[src/rtl/chunked_addsub_seq.sv]
// Purpose: multi-cycle two's-complement add/subtract, CHUNK bits per cycle with a registered carry.
// Latency: the operand-accept edge is cycle 0; out_valid rises after edge NCHUNK (= WIDTH/CHUNK).
// Backpressure: one op in flight; in_ready only in IDLE; the result is held in DONE until out_ready.
//
// Ports:
//   clk, rst_n            rising-edge clock, synchronous active-low reset
//   in_valid / in_ready   operand handshake (a, b, cin, sub)
//   out_valid / out_ready result handshake (sum, co, ovf)
//   sub=0: a+b+cin   sub=1: a-b-cin (co=1 means no borrow); ovf = signed overflow
module chunked_addsub_seq #(
    parameter int WIDTH = 32,
    parameter int CHUNK = 8
) (
    input  logic             clk,
    input  logic             rst_n,
    input  logic             in_valid,
    output logic             in_ready,
    input  logic [WIDTH-1:0] a,
    input  logic [WIDTH-1:0] b,
    input  logic             cin,
    input  logic             sub,
    output logic             out_valid,
    input  logic             out_ready,
    output logic [WIDTH-1:0] sum,
    output logic             co,
    output logic             ovf
);

    localparam int NCHUNK = WIDTH / CHUNK;
    localparam int IDXW   = (NCHUNK > 1) ? $clog2(NCHUNK) : 1;
    localparam logic [IDXW-1:0] LAST_IDX = IDXW'(NCHUNK - 1);

    typedef enum logic [1:0] {
        IDLE = 2'd0,
        RUN  = 2'd1,
        DONE = 2'd2
    } state_t;

    state_t state;
    state_t state_nxt;

    // Operand registers; b and the carry are pre-inverted for subtract so
    // the RUN datapath is always a plain add (a + ~b + ~cin == a - b - cin).
    logic [WIDTH-1:0] a_r;
    logic [WIDTH-1:0] b_r;
    logic             carry;
    logic [IDXW-1:0]  idx;

    // Current slice arithmetic
    logic [CHUNK-1:0] a_sl;
    logic [CHUNK-1:0] b_sl;
    logic [CHUNK-1:0] s_sl;
    logic             c_out;
    logic             c_msb;
    logic             last_slice;

    always_comb begin
        a_sl  = a_r[int'(idx) * CHUNK +: CHUNK];
        b_sl  = b_r[int'(idx) * CHUNK +: CHUNK];
        {c_out, s_sl} = {1'b0, a_sl} + {1'b0, b_sl} + {{CHUNK{1'b0}}, carry};
        // Carry into the slice MSB recovered from its sum bit; valid for any
        // CHUNK including 1, where it degenerates to the incoming carry.
        c_msb = s_sl[CHUNK-1] ^ a_sl[CHUNK-1] ^ b_sl[CHUNK-1];
        last_slice = (idx == LAST_IDX);
    end

    // State register
    always_ff @(posedge clk) begin
        if (!rst_n) begin
            state <= IDLE;
        end else begin
            state <= state_nxt;
        end
    end

    // Next state and handshake outputs
    always_comb begin
        state_nxt = state;
        in_ready  = 1'b0;
        out_valid = 1'b0;
        case (state)
            IDLE: begin
                in_ready = 1'b1;
                if (in_valid) begin
                    state_nxt = RUN;
                end
            end
            RUN: begin
                if (last_slice) begin
                    state_nxt = DONE;
                end
            end
            DONE: begin
                out_valid = 1'b1;
                if (out_ready) begin
                    state_nxt = IDLE;
                end
            end
            default: begin
                state_nxt = IDLE;
            end
        endcase
    end

    // Datapath: operand capture, slice-by-slice accumulation, final flags.
    // Nothing is captured in IDLE unless in_valid is high, so idle inputs
    // never leak into state.
    always_ff @(posedge clk) begin
        if (!rst_n) begin
            a_r   <= '0;
            b_r   <= '0;
            carry <= 1'b0;
            idx   <= '0;
            sum   <= '0;
            co    <= 1'b0;
            ovf   <= 1'b0;
        end else begin
            case (state)
                IDLE: begin
                    if (in_valid) begin
                        a_r   <= a;
                        b_r   <= sub ? ~b : b;
                        carry <= sub ? ~cin : cin;
                        idx   <= '0;
                    end
                end
                RUN: begin
                    sum[int'(idx) * CHUNK +: CHUNK] <= s_sl;
                    carry <= c_out;
                    if (last_slice) begin
                        idx <= '0;
                        co  <= c_out;
                        ovf <= c_msb ^ c_out;
                    end else begin
                        idx <= idx + 1'b1;
                    end
                end
                default: begin
                    // DONE: result registers hold their values
                end
            endcase
        end
    end

endmodule
[config.mk]
export PLATFORM = sky130hd
export DESIGN_NAME = chunked_addsub_seq
export DESIGN_NICKNAME = d
export VERILOG_FILES = /design/src/rtl/chunked_addsub_seq.sv
export SDC_FILE = /design/constraint.sdc
export NUM_CORES = 1
export LEC_CHECK = 0
export CAP_MARGIN = 20
export CORE_MARGIN = 2
export CORE_UTILIZATION = 51
export DETAILED_ROUTE_END_ITERATION = 10
export PLACE_DENSITY = 0.8
export SLEW_MARGIN = 10
export SYNTH_ARGS = -nofsm -noshare
export SYNTH_HDL_FRONTEND = slang
export SYNTH_SLANG_ARGS = --single-unit
[constraint.sdc]
create_clock -name clk -period 4.01 [get_ports clk]
set_input_delay 0.401 -clock clk [delete_from_list [all_inputs] [get_ports clk]]
set_output_delay 0.401 -clock clk [all_outputs]
set_load 0.005 [all_outputs]
After elaboration in Yosys (flattened, before gate mapping). Cells that the tools add are included.

Add/sub/neg operators: 4. Multiply operators: 0. Muxes and demuxes: 14. Bitwise operators: 5. Reduce and logical (&&, ||, !) cells: 6. Div/mod/pow operators: 0. Eq/ne operators: 6. Magnitude comparators: 0. Shift operators: 4.

Operator list (count): 32-bit by 6-bit variable part select with 8-bit output (2); 5-bit negation with 33-bit output (1); 8-bit by 33-bit variable shift with 32-bit output, first input constant (1); 8-bit by 33-bit variable part select with 32-bit output (1); 32-bit bitwise mux (1); 32-bit two-way mux (1); 32-bit NOT (1); 2-bit two-way mux (5); 8-bit by 8-bit adder with 9-bit output (1); 9-bit by 1-bit adder with 9-bit output (1); 2-bit inequality test, second input constant (3); 2-bit case mux with 3 select lines (1); 2-bit AND reduction (3); 2-bit equality test, second input constant (2); 1-bit two-way mux (4); 2-bit case mux with 2 select lines (1); 3-bit AND reduction (1); 1-bit XOR (3); 2-bit by 1-bit adder with 2-bit output, second input constant (1); 2-bit by 1-bit equality test with 1-bit output, second input constant (1); 2-bit zero test (1); 1-bit case mux with 2 select lines (1); 2-bit nonzero test (1); 1-bit NOT (1).

Memories kept: 0. Latch bits: 0. Input port bits: 70. Output and inout port bits: 36. Register bits after elaboration: 103. ROM bits: 0. Memory bits (writable): 0. Logic and storage cells: 47.

Logic depth before layout (Yosys ltp). Gate-level depths: netlist of the first run.

Depth in word-level cells: 6. Gate-level depth with buffers: 11. Gate-level depth less buffers: 9.

Worst setup path after synthesis of the first run. OpenSTA, ideal clock, no wires.

Path kind: flip-flop to flip-flop. From: register idx[0]. To: register ovf. Data required time: 3948 ps. Library setup time: 62 ps. Stages on the path, launching flop included: 12. Period minus slack after synthesis: 3709 ps. Arrival time: 3647 ps. Slack: 301 ps. Path buffers: 2. Path through: dfxtp_1 buf_2 buf_2 mux4_2 fa_1 fa_1 a21o_1 a221oi_1 o21ai_2 xnor2_1 or3_1 nand3_1.

Word-level cells in the longest chain between the ends: 6. Elaborated cells between the ends (all ways): 9. Those cells by class: 2 x add/sub; 1 x eq/ne; 2 x shift; 3 x bitwise; 1 x reduce/logical.

RTL lines: start, declared (RTL line 47) `logic [IDXW-1:0] idx;`; start signal, assigned (RTL line 135) `idx <= idx + 1'b1;`; 32-bit by 6-bit variable part select with 8-bit output, on equally long branches (RTL line 58, 59); 8-bit by 8-bit adder with 9-bit output (RTL line 60) `{c_out, s_sl} = {1'b0, a_sl} + {1'b0, b_sl} + {{CHUNK{1'b0}}, carry};`; 9-bit by 1-bit adder with 9-bit output (RTL line 60); 1-bit XOR (2 in a row) (RTL line 63) `c_msb = s_sl[CHUNK-1] ^ a_sl[CHUNK-1] ^ b_sl[CHUNK-1];`; 1-bit XOR (RTL line 133) `ovf <= c_msb ^ c_out;`; end signal, assigned (RTL line 133); end, declared (RTL line 26) `output logic ovf`.

Several ways; a longest one is shown, not always the timed one. A chain may end at the register's enable or synchronous reset.

Final worst setup path of the first run. Same ends and word-level chain as after synthesis.

==> results of run 1 <==
[cells in the final DEF (no fill, tap or decap), drive strengths merged, types with 5 or more instances in the layout]
cell type and count:
a22oi 30, ha 13, clkbuf 11, xnor2 37, nand2b 5, a21boi 36
dfxtp 103, nor2 6, mux4 16, buf 9, nand2 108, o211a 32
clkdlybuf4s50 103, nor2b 34
[per-layer routing]
layer | routed length [um] | global-route usage, %
met1 | 4650 | 26.8
met2 | 5560 | 38.1
met3 | 579 | 3.46
met4 | 176 | 7.79
met5 | 0 | 0
[stage by stage]
stage	utilization, %	hold WS, ns	worst slack [ns]	cell area, sq um
after global placement	63.2	0.441	0.793	6070
after detailed placement	63.2	0.441	0.663	6070
after CTS	65.4	0.455	0.652	6270
final	65.4	0.451	0.662	6270
after global routing	65.4	0.481	0.520	6270
after floorplan	-	0.430	0.301	4960
[logic make-up after synthesis]
| logic type | Yosys count | share of synthesized area (%) |
|---|---|---|
| mux | 17 | 7.69 |
| fa+ha+maj | 15 | 4.08 |
| xor+xnor | 40 | 7.21 |
| simple gates | 172 | 17.6 |
| buf+inv | 38 | 3.48 |
| compound gates | 112 | 18.4 |
| flops | 103 | 41.5 |
[where the power goes]
part | total (uW) | switching (uW) | internal, uW
sequential | 1110 | 32.7 | 1080
combinational | 407 | 196 | 211
clock | 667 | 346 | 321
[cell type report]
cell class                      count  area, sq um
Multi-Input combinational cell    356         2730
Tap cell                          133          166
Clock buffer                       11          151
Timing Repair Buffer              112         1090
Clock inverter                      4         55.1
Sequential cell                   103         2060
Fill cell                         817         3320
Inverter                            4         15.0
[registers in the layout, indices dropped and copies added, names as in the netlist]
| signal | flops |
|---|---|
| idx | 2 |
| b_r | 32 |
| ovf | 1 |
| co | 1 |
| carry | 1 |
| sum | 32 |
| a_r | 32 |
| state | 2 |
[synth_stat cells, types with 5 or more instances]
cell,number
nor2b_1,34
dfxtp_1,103
mux4_2,13
a22oi_1,30
nand2_1,107
a21boi_1,36
clkbuf_1,22
o211a_1,32
nand2b_1,5
ha_1,13
nor2_1,6
xnor2_1,36
buf_2,5
[final timing paths]
check / start / end / cells after the start
worst max-delay path: idx[0]$_SDFFE_PN0P_ / ovf$_SDFFE_PN0P_ / 9
worst min-delay path: sum[15]$_SDFFE_PN0P_ / sum[15]$_SDFFE_PN0P_ / 2
worst max register to register: idx[0]$_SDFFE_PN0P_ / ovf$_SDFFE_PN0P_ / 9
worst min register to register: sum[15]$_SDFFE_PN0P_ / sum[15]$_SDFFE_PN0P_ / 2
[worst register-to-register path: stages, from the launching register on]
cell	delay [ns]
dfxtp_1	0.43
mux4_2	0.54
fa_1	0.45
fa_1	0.42
a21o_1	0.19
a221oi_1	0.49
o21ai_2	0.16
xnor2_1	0.17
or3_1	0.35
nand3_1	0.09
==> impl_results.md, run 1 <==
- EDFF count, synth: 0
- Post-DR wirelength/cell: 15.2 um
- Final min period: 3.35 ns
- Avg Inst Size Synth: 9.99 sq um
- Post-DP HPWL: 8360 um
- CP max FO: 4
- Max_slew headroom: 34.6%
- Max Cap Violations: 0
- Total power draw: 2180 uW
- GRT Total Usage: 21.6%
- Worst path cell trace: mux4_2, fa_1, fa_1, a21o_1, a221oi_1, o21ai_2, xnor2_1, or3_1, nand3_1
- Top-area cell type share of the netlist area: 41.5%
- Peak Freq: 299 MHz
- I/O pin cnt: 106
- Worst Path Required: 4.32 ns
- Final critical-path share of the clock period: 83.5%
- Setup TNS: 0 ns
- Initial antenna violation count: 0
- Kind of critical path: register to register
- Layout cell share with drive strength beyond 1: 8.31%
- Largest net degree at the start of global routing: 71
- Hold Violations, Final: 0
- Root buffer cell: clkbuf_8
- Netlist Area Pre-Place: 0.00496 sq mm
- PostCTS Resize Cnt: 0
- # diodes: 0
- Cell mode on critical path: fa_1
- CP arrival: 3.65 ns
- Worst slew pin tran: 0.979 ns
- Synth Flop Type: dfxtp_1
- Clk buf depth: 2
- Port bufs: 105
- Skew-Pair Late Insertion Delay: 0.37 ns
- Routed Antenna Nets: 0
- Critical path's slowest cell: mux4_2
- Syn Nets: 582
- CTS Sinks: 103
- CP Capture Type: register
- TritonCTS clock tree: done
- Die height: 103 um
- Vias: 3,888
- Area Overhead vs Synth: 26.4%
- CP delay by family, top: adder cells
- Cells after Synth: 497
- Seq cells post-synth: 103
- First-pass GRT wire length: 17,700 um
- Hold buffer count at CTS: 0
- CTS Buf Count: 9
- Worst min path class: register to register
- RSZ-0062 raised after global routing: no
- Die area: 0.0105 sq mm
- Async S/R FF share, synth: 0%
- Routed WL: 11,000 um
- Area leader, netlist: dfxtp_1
- Clk pin slew, worst setup/hold paths: 0.09 ns
- Seq/Total Area, Yosys: 41.5%
- Power Density: 348 mW/mm^2
- Static Leak: 0.00255 uW
- Vias per cell: 5.38
- Vias in the first global route: 3,694
- Row Count: 36
- Worst setup SP type: register
- Worst vdd ir: 216 uV
- Synth warn: 0
- H-tree depth: 3
- DRT iter0 DRCs: 175
- Skew final: 0.0134 ns
- Yosys cell types: 46
- Status: finished clean
- Overall die width: 103 um
- Nets: 671
- Initial Util: 51.7%
- Grt total ovfl: 0
- R2R Setup Slk: 0.66 ns
- Dpl cells: 708
- Remaining DRCs: 0
- Final setup viols: 0
- Core region area: 0.00959 sq mm
- Final Max Tran Viols: 0
- GPL Wtd Cong: 0.806
- Buf+Inv Stages, Crit Path: 0
- Postcts setup bufs: 0
- DR pass1 iterations: 5
- Largest cells by area after synthesis: dfxtp_1 42%, nand2_1 8.1%, o211a_1 6.5%, xnor2_1 6.4%, mux4_2 5.9%
- Worst stage delay on the critical path: 0.54 ns
- Final std cells w/o fill: 723
Note: power is estimated with default switching activity, not from simulation.
==> run 2, diff against run 1 <==
==> constraint.sdc (replaced) <==
create_clock -name clk -period 3.1 [get_ports clk]
set_input_delay 0.31 -clock clk [delete_from_list [all_inputs] [get_ports clk]]
set_output_delay 0.31 -clock clk [all_outputs]
set_load 0.005 [all_outputs]
==> run 2 against run 1 <==
  * Maximum frequency is 11% higher
  * Total power is 26% higher
  * Clock skew barely moved
  * Critical path type unchanged
  * Largest cell class unchanged
==> impl_results.md, run 2 (synthesis results as in run 1) <==
- Status: finished clean (unchanged)
- CP max FO: 4 (unchanged)
- DR pass1 iterations: 5 (unchanged)
- GPL Wtd Cong: 0.822 (was 0.806)
- Largest net degree at the start of global routing: 76 (was 71)
- Post-DR wirelength/cell: 15.5 um (was 15.2 um)
- Grt total ovfl: 0 (unchanged)
- GRT Total Usage: 21.8% (was 21.6%)
- Die area: 0.0105 sq mm (unchanged)
- Row Count: 36 (unchanged)
- Power Density: 438 mW/mm^2 (was 348 mW/mm^2)
- I/O pin cnt: 106 (unchanged)
- Initial Util: 51.7% (unchanged)
- Routed WL: 11,300 um (was 11,000 um)
- Static Leak: 0.00254 uW (was 0.00255 uW)
- Peak Freq: 331 MHz (was 299 MHz)
- Final min period: 3.02 ns (was 3.35 ns)
- Nets: 672 (was 671)
- Core Util, Final: 65.4% (about the same)
- # diodes: 0 (unchanged)
- Worst Path Required: 3.43 ns (was 4.32 ns)
- PostCTS Resize Cnt: 0 (unchanged)
- CTS Buf Count: 9 (unchanged)
- Biggest regs: a_r: 32 flops, b_r: 32 flops, sum: 32 flops (unchanged)
- TritonCTS clock tree: done (unchanged)
- CTS Sinks: 103 (unchanged)
- CP Capture Type: register (unchanged)
- Vias in the first global route: 3,645 (was 3,694)
- Core region area: 0.00959 sq mm (unchanged)
- Port bufs: 105 (unchanged)
- Final setup viols: 0 (unchanged)
- Vias per cell: 5.41 (was 5.38)
- Most common cell after layout, fill and taps aside: nand2_1 (unchanged)
- Clk buf depth: 2 (unchanged)
- Setup TNS: 0 ns (unchanged)
- Layout cell share with drive strength beyond 1: 9.29% (was 8.31%)
- RSZ-0062 raised after global routing: no (unchanged)
- Postcts setup bufs: 0 (unchanged)
- Vias: 3,924 (was 3,888)
- Max Cap Violations: 0 (unchanged)
- Kind of critical path: register to register (unchanged)
- Root buffer cell: clkbuf_8 (unchanged)
- Die height: 103 um (unchanged)
- Hold buffer count at CTS: 0 (unchanged)
- Final Max Tran Viols: 0 (unchanged)
- Overall die width: 103 um (unchanged)
- Clk pin slew, worst setup/hold paths: 0.10 ns (was 0.09 ns)
- H-tree depth: 3 (unchanged)
- Area Overhead vs Synth: 26.4% (about the same)
- Worst min path class: input pin to register (was register to register)
- Fillers: 789 (was 817)
- Hold Violations, Final: 0 (unchanged)
- Skew final: 0.0130 ns (was 0.0134 ns)
- Worst setup SP type: register (unchanged)
- Worst slew pin tran: 0.986 ns (was 0.979 ns)
- Remaining DRCs: 0 (unchanged)
- Initial antenna violation count: 0 (unchanged)
- DRT iter0 DRCs: 175 (unchanged)
- First-pass GRT wire length: 17,800 um (was 17,700 um)
- Post-DP HPWL: 8400 um (was 8360 um)
- Final critical-path share of the clock period: 97.5% (was 83.5%)
- Worst vdd ir: 343 uV (was 216 uV)
- Most frequent cells in the layout: 107 x nand2_1, 103 x clkdlybuf4s50_1, 102 x dfxtp_1, 36 x a21boi_1, 36 x xnor2_1 (was 107 x nand2_1, 103 x dfxtp_1, 103 x clkdlybuf4s50_1, 36 x a21boi_1, 36 x xnor2_1)
- Max_slew headroom: 34.1% (was 34.6%)
- Routed Antenna Nets: 0 (unchanged)
- Skew-Pair Late Insertion Delay: 0.39 ns (was 0.37 ns)
- CP arrival: 3.35 ns (was 3.65 ns)
run 2: final cells by class:
class | instances | area (sq um) | share of cell area [%]
well taps | 133 | 166 | 2.65
inverters | 4 | 15.0 | 0.239
multi-input cells | 356 | 2740 | 43.7
clock buffers | 9 | 124 | 1.97
flip-flops and latches | 103 | 2070 | 32.9
clock inverters | 7 | 48.8 | 0.778
repair buffers | 113 | 1110 | 17.7
run 2: worst paths after layout:
| path | from | end | slack [ns] | cells past startpoint |
|---|---|---|---|---|
| max | idx[0]$_SDFFE_PN0P_ | ovf$_SDFFE_PN0P_ | 0.08 | 9 |
| min | rst_n | sum[14]$_SDFFE_PN0P_ | 0.39 | 2 |
| max reg2reg | idx[0]$_SDFFE_PN0P_ | ovf$_SDFFE_PN0P_ | 0.08 | 9 |
| min reg2reg | sum[23]$_SDFFE_PN0P_ | sum[23]$_SDFFE_PN0P_ | 0.46 | 2 |
run 2: layer usage:
metal  up-vias  GRT usage [%]  share of wire (%)
li1       1914              -                  -
met2       125           35.2                 48
met5         -              0                  0
met3        21           4.00                5.5
met4         0           9.85                2.4
met1      1864           28.6                 44
run 2: critical path: stages (launching register included):
cell	delay, ns
dfxtp_4	0.38
mux4_2	0.53
fa_2	0.39
fa_2	0.37
a21o_1	0.20
a221oi_2	0.37
o21ai_2	0.13
xnor2_1	0.16
or3_1	0.35
nand3_1	0.09
run 2: through the flow:
stage / cells / cell area [sq um] / setup WS, ns / power, uW / hold slack [ns]
after floorplan: 497 / 5000 / 0.0125 / 1810 / 0.430
after global placement: 709 / 6100 / 0.231 / 1980 / 0.443
after detailed placement: 709 / 6100 / 0.155 / 2010 / 0.445
after CTS: 725 / 6270 / 0.130 / 2750 / 0.385
after global routing: 725 / 6270 / 0.00331 / 2860 / 0.409
final: 725 / 6270 / 0.0786 / 2750 / 0.388
run 2: where the power goes:
group          switching, uW  internal, uW  total [uW]
Combinational            261           278         539
Sequential              44.7          1390        1440
Clock                    481           293         774
Total                    787          1960        2750
